===== config.mk =====
export PLATFORM = sky130hd
export DESIGN_NAME = mem_arbiter_flat
export DESIGN_NICKNAME = d
export VERILOG_FILES = /design/src/rtl/mem_arb_pkg.sv /design/src/rtl/mem_arbiter_if.sv /design/src/rtl/mem_arbiter.sv /design/src/flat_wrapper.sv
export SDC_FILE = /design/constraint.sdc
export NUM_CORES = 1
export LEC_CHECK = 0
export ABC_AREA = 1
export BUFFER_PORTS_ARGS = -buffer_cell sky130_fd_sc_hd__buf_4
export CAP_MARGIN = 20
export CORE_ASPECT_RATIO = 0.75
export CORE_MARGIN = 10
export CORE_UTILIZATION = 42
export CTS_CLUSTER_DIAMETER = 120
export DETAILED_ROUTE_END_ITERATION = 7
export PLACE_DENSITY = 0.82
export SKIP_LAST_GASP = 1
export SYNTH_ARGS = -nofsm -noshare
export SYNTH_HDL_FRONTEND = slang
export SYNTH_SLANG_ARGS = --single-unit

===== constraint.sdc =====
create_clock -name clk -period 1.9 [get_ports clk]
set_input_delay 0.38 -clock clk [delete_from_list [all_inputs] [get_ports clk]]
set_output_delay 0.38 -clock clk [all_outputs]
set_load 0.02 [all_outputs]

===== src/rtl/mem_arb_pkg.sv =====
// mem_arb_pkg: shared types and widths for the instruction/data memory arbiter.
//   arb_state_e : arbiter FSM states
//   arb_owner_e : which requester owns the in-flight transaction
//   mem_cmd_t   : latched memory command (we, be, addr, wdata)
package mem_arb_pkg;

  localparam int unsigned MEM_ADDR_W   = 32;
  localparam int unsigned MEM_DATA_W   = 32;
  localparam int unsigned MEM_BE_W     = MEM_DATA_W / 8;
  localparam int unsigned STARVE_CNT_W = 4;

  typedef enum logic [1:0] {
    IDLE = 2'd0,
    REQ  = 2'd1,
    RESP = 2'd2
  } arb_state_e;

  typedef enum logic [1:0] {
    NONE  = 2'd0,
    OWN_I = 2'd1,
    OWN_D = 2'd2
  } arb_owner_e;

  typedef struct packed {
    logic                  we;
    logic [MEM_BE_W-1:0]   be;
    logic [MEM_ADDR_W-1:0] addr;
    logic [MEM_DATA_W-1:0] wdata;
  } mem_cmd_t;

endpackage


===== src/rtl/mem_arbiter_if.sv =====
// mem_arbiter_if: all handshake/bus signals around the arbiter.
//   i_* : instruction-fetch requester (req/addr in, gnt/rvalid/rdata out)
//   d_* : data requester (req/we/be/addr/wdata in, gnt/rvalid/rdata out)
//   m_* : unified memory port (req/we/be/addr/wdata out, gnt/rvalid/rdata in)
// Modports:
//   slave  : the arbiter's view (serves the core requesters, drives memory)
//   master : the surrounding environment's view (core requesters + memory)
interface mem_arbiter_if import mem_arb_pkg::*; #(
  parameter int unsigned ADDR_W = MEM_ADDR_W,
  parameter int unsigned DATA_W = MEM_DATA_W
) ();
  localparam int unsigned BE_W = DATA_W / 8;

  logic              i_req;
  logic [ADDR_W-1:0] i_addr;
  logic              i_gnt;
  logic              i_rvalid;
  logic [DATA_W-1:0] i_rdata;

  logic              d_req;
  logic              d_we;
  logic [BE_W-1:0]   d_be;
  logic [ADDR_W-1:0] d_addr;
  logic [DATA_W-1:0] d_wdata;
  logic              d_gnt;
  logic              d_rvalid;
  logic [DATA_W-1:0] d_rdata;

  logic              m_req;
  logic              m_we;
  logic [BE_W-1:0]   m_be;
  logic [ADDR_W-1:0] m_addr;
  logic [DATA_W-1:0] m_wdata;
  logic              m_gnt;
  logic              m_rvalid;
  logic [DATA_W-1:0] m_rdata;

  modport slave (
    input  i_req, i_addr,
    output i_gnt, i_rvalid, i_rdata,
    input  d_req, d_we, d_be, d_addr, d_wdata,
    output d_gnt, d_rvalid, d_rdata,
    output m_req, m_we, m_be, m_addr, m_wdata,
    input  m_gnt, m_rvalid, m_rdata
  );

  modport master (
    output i_req, i_addr,
    input  i_gnt, i_rvalid, i_rdata,
    output d_req, d_we, d_be, d_addr, d_wdata,
    input  d_gnt, d_rvalid, d_rdata,
    input  m_req, m_we, m_be, m_addr, m_wdata,
    output m_gnt, m_rvalid, m_rdata
  );

endinterface


===== src/rtl/mem_arbiter.sv =====
// mem_arbiter: shares one memory port between instruction fetch and data
// requesters, one outstanding transaction at a time. Data has priority; an
// anti-starvation counter forces an instruction grant after STARVE_MAX
// consecutive data grants while a fetch is waiting.
// Ports:
//   clk, rst_n : clock (rising edge), asynchronous active-low reset
//   bus        : mem_arbiter_if.slave, requester and memory handshakes
//   busy       : a transaction is in flight
// Optional (macro MEM_ARB_PERF_CNT_EN):
//   perf_i_stall, perf_d_stall : cycles a request waited without a grant
//   perf_starve_force          : forced instruction grants
// gnt/rvalid/rdata toward the requesters are combinational by design so the
// memory handshake is forwarded in the same cycle; all m_* and busy are flops.
module mem_arbiter import mem_arb_pkg::*; #(
  parameter int unsigned ADDR_W     = MEM_ADDR_W,
  parameter int unsigned DATA_W     = MEM_DATA_W,
  parameter int unsigned STARVE_MAX = 4
) (
  input  logic               clk,
  input  logic               rst_n,
  mem_arbiter_if.slave       bus,
  output logic               busy
`ifdef MEM_ARB_PERF_CNT_EN
  ,
  output logic [31:0]        perf_i_stall,
  output logic [31:0]        perf_d_stall,
  output logic [15:0]        perf_starve_force
`endif
);

  localparam int unsigned BE_W = DATA_W / 8;

  localparam logic [1:0] S_IDLE = 2'(IDLE);
  localparam logic [1:0] S_REQ  = 2'(REQ);
  localparam logic [1:0] S_RESP = 2'(RESP);

  logic [1:0]              state_q, state_d;
  arb_owner_e              owner_q, owner_d;
  mem_cmd_t                cmd_q, cmd_d;
  logic [STARVE_CNT_W-1:0] starve_q, starve_d;
  logic                    m_req_q;
  logic                    busy_q;
  logic                    force_i;
  logic                    pick_d;
  logic                    grant_c;
  logic                    resp_c;

  // State, owner, command and output registers
  always_ff @(posedge clk or negedge rst_n) begin
    if (!rst_n) begin
      state_q  <= S_IDLE;
      owner_q  <= NONE;
      cmd_q    <= '0;
      starve_q <= '0;
      m_req_q  <= 1'b0;
      busy_q   <= 1'b0;
    end else begin
      state_q  <= state_d;
      owner_q  <= owner_d;
      cmd_q    <= cmd_d;
      starve_q <= starve_d;
      m_req_q  <= (state_d == S_REQ);
      busy_q   <= (state_d != S_IDLE);
    end
  end

  // Next state, arbitration and command latch
  always_comb begin
    state_d = state_q;
    owner_d = owner_q;
    cmd_d   = cmd_q;
    grant_c = 1'b0;
    resp_c  = 1'b0;
    force_i = bus.i_req && bus.d_req && (starve_q == STARVE_CNT_W'(STARVE_MAX));
    pick_d  = bus.d_req && !force_i;

    case (state_q)
      S_IDLE: begin
        if (bus.i_req || bus.d_req) begin
          state_d = S_REQ;
          if (pick_d) begin
            owner_d = OWN_D;
            cmd_d   = '{we:    bus.d_we,
                        be:    MEM_BE_W'(bus.d_be),
                        addr:  MEM_ADDR_W'(bus.d_addr),
                        wdata: MEM_DATA_W'(bus.d_wdata)};
          end else begin
            // Fetches are always full-word reads.
            owner_d = OWN_I;
            cmd_d   = '{we:    1'b0,
                        be:    '1,
                        addr:  MEM_ADDR_W'(bus.i_addr),
                        wdata: '0};
          end
        end
      end
      S_REQ: begin
        if (bus.m_gnt) begin
          grant_c = 1'b1;
          state_d = S_RESP;
          cmd_d   = '0;    // m_* read zero outside REQ
        end
      end
      S_RESP: begin
        if (bus.m_rvalid) begin
          resp_c  = 1'b1;
          state_d = S_IDLE;
          owner_d = NONE;
        end
      end
      default: begin
        state_d = S_IDLE;
        owner_d = NONE;
        cmd_d   = '0;
      end
    endcase
  end

  // Anti-starvation: count data grants while a fetch keeps waiting
  always_comb begin
    starve_d = starve_q;
    if (!bus.i_req || (grant_c && owner_q == OWN_I)) begin
      starve_d = '0;
    end else if (grant_c && owner_q == OWN_D &&
                 starve_q != STARVE_CNT_W'(STARVE_MAX)) begin
      starve_d = starve_q + STARVE_CNT_W'(1);
    end
  end

  assign bus.m_req   = m_req_q;
  assign bus.m_we    = cmd_q.we;
  assign bus.m_be    = BE_W'(cmd_q.be);
  assign bus.m_addr  = ADDR_W'(cmd_q.addr);
  assign bus.m_wdata = DATA_W'(cmd_q.wdata);
  assign busy        = busy_q;

  // Route handshakes back to the owner of the transaction
  assign bus.i_gnt    = grant_c && (owner_q == OWN_I);
  assign bus.d_gnt    = grant_c && (owner_q == OWN_D);
  assign bus.i_rvalid = resp_c && (owner_q == OWN_I);
  assign bus.d_rvalid = resp_c && (owner_q == OWN_D);
  assign bus.i_rdata  = bus.i_rvalid ? bus.m_rdata : '0;
  assign bus.d_rdata  = bus.d_rvalid ? bus.m_rdata : '0;

`ifdef MEM_ARB_PERF_CNT_EN
  // Stall and forced-grant counters, wrapping at their width
  always_ff @(posedge clk or negedge rst_n) begin
    if (!rst_n) begin
      perf_i_stall      <= '0;
      perf_d_stall      <= '0;
      perf_starve_force <= '0;
    end else begin
      if (bus.i_req && !bus.i_gnt) perf_i_stall <= perf_i_stall + 32'd1;
      if (bus.d_req && !bus.d_gnt) perf_d_stall <= perf_d_stall + 32'd1;
      if (state_q == S_IDLE && force_i) perf_starve_force <= perf_starve_force + 16'd1;
    end
  end
`endif

  // Only one transaction is outstanding, so a response cannot overlap a grant.
  a_no_gnt_with_rvalid: assert property (@(posedge clk) disable iff (!rst_n)
    !(state_q == S_REQ && bus.m_gnt && bus.m_rvalid));

endmodule


===== src/flat_wrapper.sv =====
// flat-port wrapper written by rule: the top's interface ports become plain ports
module mem_arbiter_flat import mem_arb_pkg::*;
#(
  parameter int unsigned ADDR_W     = MEM_ADDR_W,
  parameter int unsigned DATA_W     = MEM_DATA_W,
  parameter int unsigned STARVE_MAX = 4
)
  (clk, rst_n, busy, bus_i_req, bus_i_addr, bus_i_gnt, bus_i_rvalid, bus_i_rdata, bus_d_req, bus_d_we, bus_d_be, bus_d_addr, bus_d_wdata, bus_d_gnt, bus_d_rvalid, bus_d_rdata, bus_m_req, bus_m_we, bus_m_be, bus_m_addr, bus_m_wdata, bus_m_gnt, bus_m_rvalid, bus_m_rdata);
  mem_arbiter_if #(.ADDR_W(ADDR_W), .DATA_W(DATA_W)) bus_i ();
  input  logic clk;
  input  logic rst_n;
  output logic busy;
  input wire logic [$bits(bus_i.i_req)-1:0] bus_i_req;
  input wire logic [$bits(bus_i.i_addr)-1:0] bus_i_addr;
  output wire logic [$bits(bus_i.i_gnt)-1:0] bus_i_gnt;
  output wire logic [$bits(bus_i.i_rvalid)-1:0] bus_i_rvalid;
  output wire logic [$bits(bus_i.i_rdata)-1:0] bus_i_rdata;
  input wire logic [$bits(bus_i.d_req)-1:0] bus_d_req;
  input wire logic [$bits(bus_i.d_we)-1:0] bus_d_we;
  input wire logic [$bits(bus_i.d_be)-1:0] bus_d_be;
  input wire logic [$bits(bus_i.d_addr)-1:0] bus_d_addr;
  input wire logic [$bits(bus_i.d_wdata)-1:0] bus_d_wdata;
  output wire logic [$bits(bus_i.d_gnt)-1:0] bus_d_gnt;
  output wire logic [$bits(bus_i.d_rvalid)-1:0] bus_d_rvalid;
  output wire logic [$bits(bus_i.d_rdata)-1:0] bus_d_rdata;
  output wire logic [$bits(bus_i.m_req)-1:0] bus_m_req;
  output wire logic [$bits(bus_i.m_we)-1:0] bus_m_we;
  output wire logic [$bits(bus_i.m_be)-1:0] bus_m_be;
  output wire logic [$bits(bus_i.m_addr)-1:0] bus_m_addr;
  output wire logic [$bits(bus_i.m_wdata)-1:0] bus_m_wdata;
  input wire logic [$bits(bus_i.m_gnt)-1:0] bus_m_gnt;
  input wire logic [$bits(bus_i.m_rvalid)-1:0] bus_m_rvalid;
  input wire logic [$bits(bus_i.m_rdata)-1:0] bus_m_rdata;
  assign bus_i.i_req = bus_i_req;
  assign bus_i.i_addr = bus_i_addr;
  assign bus_i_gnt = bus_i.i_gnt;
  assign bus_i_rvalid = bus_i.i_rvalid;
  assign bus_i_rdata = bus_i.i_rdata;
  assign bus_i.d_req = bus_d_req;
  assign bus_i.d_we = bus_d_we;
  assign bus_i.d_be = bus_d_be;
  assign bus_i.d_addr = bus_d_addr;
  assign bus_i.d_wdata = bus_d_wdata;
  assign bus_d_gnt = bus_i.d_gnt;
  assign bus_d_rvalid = bus_i.d_rvalid;
  assign bus_d_rdata = bus_i.d_rdata;
  assign bus_m_req = bus_i.m_req;
  assign bus_m_we = bus_i.m_we;
  assign bus_m_be = bus_i.m_be;
  assign bus_m_addr = bus_i.m_addr;
  assign bus_m_wdata = bus_i.m_wdata;
  assign bus_i.m_gnt = bus_m_gnt;
  assign bus_i.m_rvalid = bus_m_rvalid;
  assign bus_i.m_rdata = bus_m_rdata;
  mem_arbiter #(.ADDR_W(ADDR_W), .DATA_W(DATA_W), .STARVE_MAX(STARVE_MAX)) u_core (.clk(clk), .rst_n(rst_n), .bus(bus_i), .busy(busy));
endmodule

==> run summary, run 1 <==
FP Rows: 31
Total Routed Length: 17,700 um
Wirelength per Cell: 17.8 um
clk slew on worst S/H paths: 0.06 ns
Synth-to-Final Area Change: 72.1%
number of CTS-inserted buffers: 9
die area: 14,300 um^2
first-pass GRT wire length: 25,600 um
DR iter-0 viols: 276
Total Power: 0.00882 W
sequential share of power: 0.299
Avg Inst Size Synth: 7.13 um^2
share of cells above drive strength 1: 0.427
failing checks: negative setup slack
Fmax: 498 MHz
crit path max fanout: 16
post-synthesis sequential area ratio: 0.476
Die H: 106 um
clk_skew: 0.00511 ns
flops & latches, synth: 79
CP Launch Type: register
IO Port Bufs: 277
Mapped Area: 4150 um^2
DR vias/cell: 5.00
Leakage: 4.12 nW
worst hold slack: 0.280 ns
remaining antenna violation count after routing: 0
HP Class: in2reg
final period utilization: 1.06
crit path DAT: 1.63 ns
Vias: 4,973
first-pass iteration count of the detailed router: 5
Core ar.: 9660 um^2
RSZ-0062 raised after global routing: yes
# setup viols final: 55
largest net degree at the start of global routing: 100
initial antenna violation count: 0
Final Hold Fails: 0
PnR worst setup slack: -0.110 ns
Max clock buf depth: 2
# nets final: 998
footprint of the multi-input gates: 2030 um^2
fin crit period: 2.01 ns
grt ovf: 0
Overall Global Routing Usage: 0.218
latest clock arrival within the worst-skew pair: 0.32 ns
combinational power share: 0.507
Root Driver: clkbuf_16
Die Wd: 135 um
Worst setup EP type: output pin
number of global-route vias before repair: 4,949
I/O pin cnt: 278
pwr dens: 1230 nW/um^2
H-tree lvl count: 3
HPWL Detailed: 13,100 um
Worst Tran Pin Value: 0.518 ns
switching power: 0.00380 W
Setup WS pre-CTS: 0.0611 ns
Worst EP required: 1.52 ns
Seq. cell area: 1980 um^2
synth warn: 0
Pint: 0.00502 W
antenna cells: 0
Mapped Cells: 583
Remaining DRCs: 0
status: complete, but fails checks
maximum VDD drop: 0.889 mV
Slew Limit Fails: 0
Slew headroom: 0.654
syn nets: 724
clock share of power: 0.194
post-synth cell types: 21
Initial Util: 0.430
switching share of total power: 0.431
fill count: 718
TritonCTS clock tree: built
max-cap violations: 0
Crit Path Category: reg2out
GP Congestion: 0.892
CTS Sinks: 79
-- cells in the final DEF, fill, tap and decap left out, types with 4 or more instances in the layout --
master     count
nand2_1      217
nor2_2        15
buf_6         30
dfrtp_1       79
nor2_4        23
nand3_1       74
o21ai_0        7
nor2_1        35
buf_4        265
inv_2          5
buf_12         4
clkbuf_16     11
nand4_1       33
inv_1         42
-- cells in the mapped netlist --
library cell | number | share of area
nand2_1 | 218 | 0.20
dfrtp_1 | 79 | 0.48
nand3_1 | 75 | 0.090
nor2_1 | 72 | 0.065
inv_1 | 46 | 0.042
nand4_1 | 33 | 0.050
clkbuf_1 | 19 | 0.017
buf_2 | 11 | 0.013
o21ai_0 | 7 | 0.0084
buf_1 | 5 | 0.0045
buf_4 | 4 | 0.0072
ha_1 | 2 | 0.0060
inv_2 | 2 | 0.0018
or2_2 | 2 | 0.0030
xor2_1 | 2 | 0.0042
buf_6 | 1 | 0.0027
nand3_2 | 1 | 0.0024
nand3b_1 | 1 | 0.0018
nand4_2 | 1 | 0.0030
nor2_4 | 1 | 0.0027
or2_4 | 1 | 0.0021
-- sequential cells by signal (all words and copies together), names as in the netlist --
signal,count
u_core.bus.m_req,1
u_core.bus.m_be,4
u_core.bus.m_addr,32
u_core.starve_q,4
u_core.bus.m_we,1
u_core.state_q,2
u_core.owner_q,2
u_core.busy,1
u_core.bus.m_wdata,32
-- through the flow --
stage / utilization / instances / TNS (ns) / area [um^2]
global placement: 0.657 / 966 / 0 / 6350
finish: 0.740 / 994 / -2.94 / 7150
CTS: 0.707 / 989 / -0.979 / 6830
floorplan: - / 583 / -0.305 / 4160
detailed placement: 0.657 / 966 / 0 / 6350
global route: 0.740 / 994 / -6.43 / 7150
-- worst max-delay path, cell delays in order, from the launching register on --
cell and delay (ns):
dfrtp_1 0.35, inv_2 0.04, or2_4 0.26, nor2_4 0.14, inv_4 0.08, buf_16 0.17
nor2_1 0.11, buf_4 0.16
-- cell families after synthesis --
group / count (synthesis) / synth area share
simple gates: 405 / 0.417
buf+inv: 88 / 0.0883
flops: 79 / 0.476
compound gates: 7 / 0.00843
xor+xnor: 2 / 0.00422
fa+ha+maj: 2 / 0.00602
-- final timing paths --
| check | from | endpoint | slack (ns) | depth (start not counted) |
|---|---|---|---|---|
| max in group asynchronous | rst_n | u_core.bus.m_addr[15] | 0.87 | 3 |
| setup / recovery | u_core.owner_q[1] | bus_d_rdata[31] | -0.11 | 7 |
| min in group asynchronous | rst_n | u_core.bus.m_wdata[9] | 0.46 | 2 |
| setup reg to reg | u_core.state_q[1] | u_core.bus.m_wdata[2] | 0.17 | 8 |
| hold reg to reg | u_core.bus.m_wdata[26] | u_core.bus.m_wdata[26] | 0.47 | 2 |
| hold / removal | bus_d_wdata[5] | u_core.bus.m_wdata[5] | 0.28 | 3 |
-- power groups by stage --
stage / Sequential (W) / Combinational (W) / Clock (W)
final: 0.00263 / 0.00448 / 0.00171
after global routing: 0.00271 / 0.00488 / 0.00180
after CTS: 0.00263 / 0.00441 / 0.00174
after detailed placement: 0.00266 / 0.00427 / 0
after global placement: 0.00263 / 0.00417 / 0
after floorplan: 0.00331 / 0.00186 / 0
-- metal layers --
layer / GRT usage / wire length (um) / vias to the layer above
met3: 0.0889 / 1940 / 30
met2: 0.408 / 9230 / 264
met1: 0.222 / 6190 / 2302
met5: 0 / 0 / -
li1: - / - / 2377
met4: 0.0450 / 373 / 0
-- repair_timing --
action                                  4_1_cts  5_1_grt
endpoints found under the setup margin       64      114
endpoints found under the hold margin        15        0
gates resized for setup                      34       69
pin swaps                                     2        5
hold buffers                                  1        0
gates cloned                                  1        2
buffers inserted                              5        3
-- final cells by class --
| class | count | share of cell area |
|---|---|---|
| flip-flops and latches | 79 | 0.276 |
| clock inverters | 5 | 0.00805 |
| clock buffers | 11 | 0.0339 |
| inverters | 48 | 0.0255 |
| repair buffers | 303 | 0.349 |
| multi-input cells | 416 | 0.284 |
| well taps | 132 | 0.0231 |
Power figures use the tool's default switching activity.
==> inputs of run 2 (changes only) <==
--- a/config.mk
+++ b/config.mk
@@ -10,10 +10,12 @@
 export CAP_MARGIN = 20
 export CORE_ASPECT_RATIO = 0.75
 export CORE_MARGIN = 10
-export CORE_UTILIZATION = 42
+export CORE_UTILIZATION = 38
 export CTS_CLUSTER_DIAMETER = 120
 export DETAILED_ROUTE_END_ITERATION = 7
-export PLACE_DENSITY = 0.82
+export HOLD_SLACK_MARGIN = 0.02
+export MAX_ROUTING_LAYER = met4
+export PLACE_DENSITY = 0.78
 export SKIP_LAST_GASP = 1
 export SYNTH_ARGS = -nofsm -noshare
 export SYNTH_HDL_FRONTEND = slang
==> constraint.sdc (replaced) <==
create_clock -name clk -period 1.8 [get_ports clk]
set_input_delay 0.36 -clock clk [delete_from_list [all_inputs] [get_ports clk]]
set_output_delay 0.36 -clock clk [all_outputs]
set_load 0.02 [all_outputs]
==> run 2 against run 1 <==
The flow still finishes with violations (negative setup slack). Core utilization shrank 4.0 points. Routed wire length shrank 1.4%. Final area grew 2.7%. Sequential share of layout area shrank 0.72 points. Sequential cell count did not move. Clock power increased by 9%. Setup slack got worse by 0.045 ns. Critical path depth stayed put. Clock-buffer cell count unchanged. Critical endpoint is now bus_d_rdata[25]. Total power up 7.7%.
==> run summary, run 2 (synthesis gave the netlist of run 1 again) <==
Remaining DRCs: 0
PnR worst setup slack: -0.154 ns
antenna cells: 0
first-pass GRT wire length: 25,900 um
commonest cells after routing, fill and taps aside: 254 x buf_4, 218 x nand2_1, 78 x dfrtp_1
HPWL Detailed: 13,500 um
Fmax: 512 MHz
fin crit period: 1.95 ns
Root Driver: clkbuf_16
FP Rows: 32
worst path cell trace: inv_1 > or2_4 > nor2_4 > inv_6 > clkbuf_16 > nor2_4 > buf_6
clk_skew: 0.00673 ns
# nets final: 1,000
Crit Path Category: reg2out
Worst EP required: 1.44 ns
remaining antenna violation count after routing: 0
Worst setup EP type: output pin
commonest non-fill, non-tap cell in the layout: buf_4
crit path max fanout: 8
Final Hold Fails: 0
sequential share of power: 0.294
crit path DAT: 1.59 ns
pwr dens: 1290 nW/um^2
Synth-to-Final Area Change: 76.8%
die area: 15,600 um^2
Slew Limit Fails: 0
Worst Tran Pin Value: 0.432 ns
Overall Global Routing Usage: 0.207
Slowest cell on crit path: dfrtp_1
number of CTS-inserted buffers: 9
failing checks: negative setup slack
H-tree lvl count: 3
fin util: 0.700
DR iter-0 viols: 279
number of global-route vias before repair: 4,854
Total Routed Length: 17,500 um
latest clock arrival within the worst-skew pair: 0.32 ns
TritonCTS clock tree: built
Setup WS pre-CTS: 0.0811 ns
Die H: 111 um
GP Congestion: 0.959
status: complete, but fails checks
switching power: 0.00406 W
clk slew on worst S/H paths: 0.06 ns
IO Port Bufs: 277
Initial Util: 0.396
HP Class: in2reg
CP Launch Type: register
Crit path top cell by count: nor2_4
CTS Sinks: 79
combinational power share: 0.509
Max clock buf depth: 2
Total Power: 0.00950 W
DR vias/cell: 4.86
Die Wd: 141 um
RSZ-0062 raised after global routing: yes
Slew headroom: 0.712
Pint: 0.00544 W
worst hold slack: 0.261 ns
Leakage: 4.16 nW
max-cap violations: 0
initial antenna violation count: 0
largest net degree at the start of global routing: 100
Core ar.: 10,500 um^2
final period utilization: 1.09
grt ovf: 0
switching share of total power: 0.427
share of cells above drive strength 1: 0.434
maximum VDD drop: 0.670 mV
I/O pin cnt: 278
clock share of power: 0.197
first-pass iteration count of the detailed router: 7
Vias: 4,858
Worst path max stage delay: 0.35 ns
# setup viols final: 65
Wirelength per Cell: 17.5 um
-- run 2: changes by cell type in the layout (fill, tap and decap cells not counted), moves of 2 or more --
cell,delta
nor2_4,+13
nor2_2,-8
buf_12,+4
buf_4,-11
clkinv_2,-2
buf_6,+8
inv_6,+3
nor2_1,-5
-- run 2: repair_timing --
action / in CTS / in global routing
cloned: 1 / 3
hold endpoints to repair: 31 / 0
setup endpoints to repair: 64 / 65
hold buffers: 1 / 0
resized for setup: 17 / 45
setup buffers: 6 / 1
pin swaps: 0 / 1
-- run 2: metrics by stage --
step	area, um^2	std cells	TNS [ns]
after CTS	7120	996	-6.92
after floorplan	4400	583	-1.40
after global routing	7350	1000	-12.80
after global placement	6670	972	0
final	7350	1000	-7.17
after detailed placement	6670	972	0
-- run 2: power by group through the flow --
| stage | Clock (W) | Combinational (W) | Sequential (W) |
|---|---|---|---|
| after floorplan | 0 | 0.00203 | 0.00349 |
| after global placement | 0 | 0.00462 | 0.00277 |
| after detailed placement | 0 | 0.00471 | 0.00281 |
| after CTS | 0.00193 | 0.00481 | 0.00279 |
| after global routing | 0.00201 | 0.00527 | 0.00288 |
| final | 0.00187 | 0.00483 | 0.00279 |
-- run 2: worst max-delay path, delay by kind of cell, from the launching register on --
family	cells	cell delay, ns
simple gates	3	0.48
buf+inv	4	0.45
flops	1	0.35
-- run 2: path summary, 6_finish.rpt --
path                                        start                     end  slack [ns]  cells past startpoint
max reg2reg                     u_core.state_q[0]  u_core.bus.m_wdata[18]        0.19                      9
min                               bus_d_wdata[30]  u_core.bus.m_wdata[30]        0.26                      3
min in group asynchronous                   rst_n   u_core.bus.m_wdata[1]        0.53                      2
min reg2reg                u_core.bus.m_wdata[25]  u_core.bus.m_wdata[25]        0.47                      2
max                             u_core.owner_q[1]         bus_d_rdata[25]       -0.15                      7
max in group asynchronous                   rst_n       u_core.state_q[1]        0.64                      3
-- run 2: area by class of cell --
cell class                      instances  area [um^2]
Clock buffer                           11          253
Clock inverter                          5         63.8
Fill cell                             786         3140
Inverter                               48          185
Multi-Input combinational cell        416         2100
Sequential cell                        79         1980
Tap cell                              136          170
Timing Repair Buffer                  305         2600
-- run 2: per-layer routing --
metal  vias to the layer above  track usage  routed length, um
met1                      2257        0.233               6850
met5                         -            -                  0
li1                       2379            -                  -
met4                         0       0.0335                183
met2                       208        0.357               9120
met3                        14       0.0658               1340
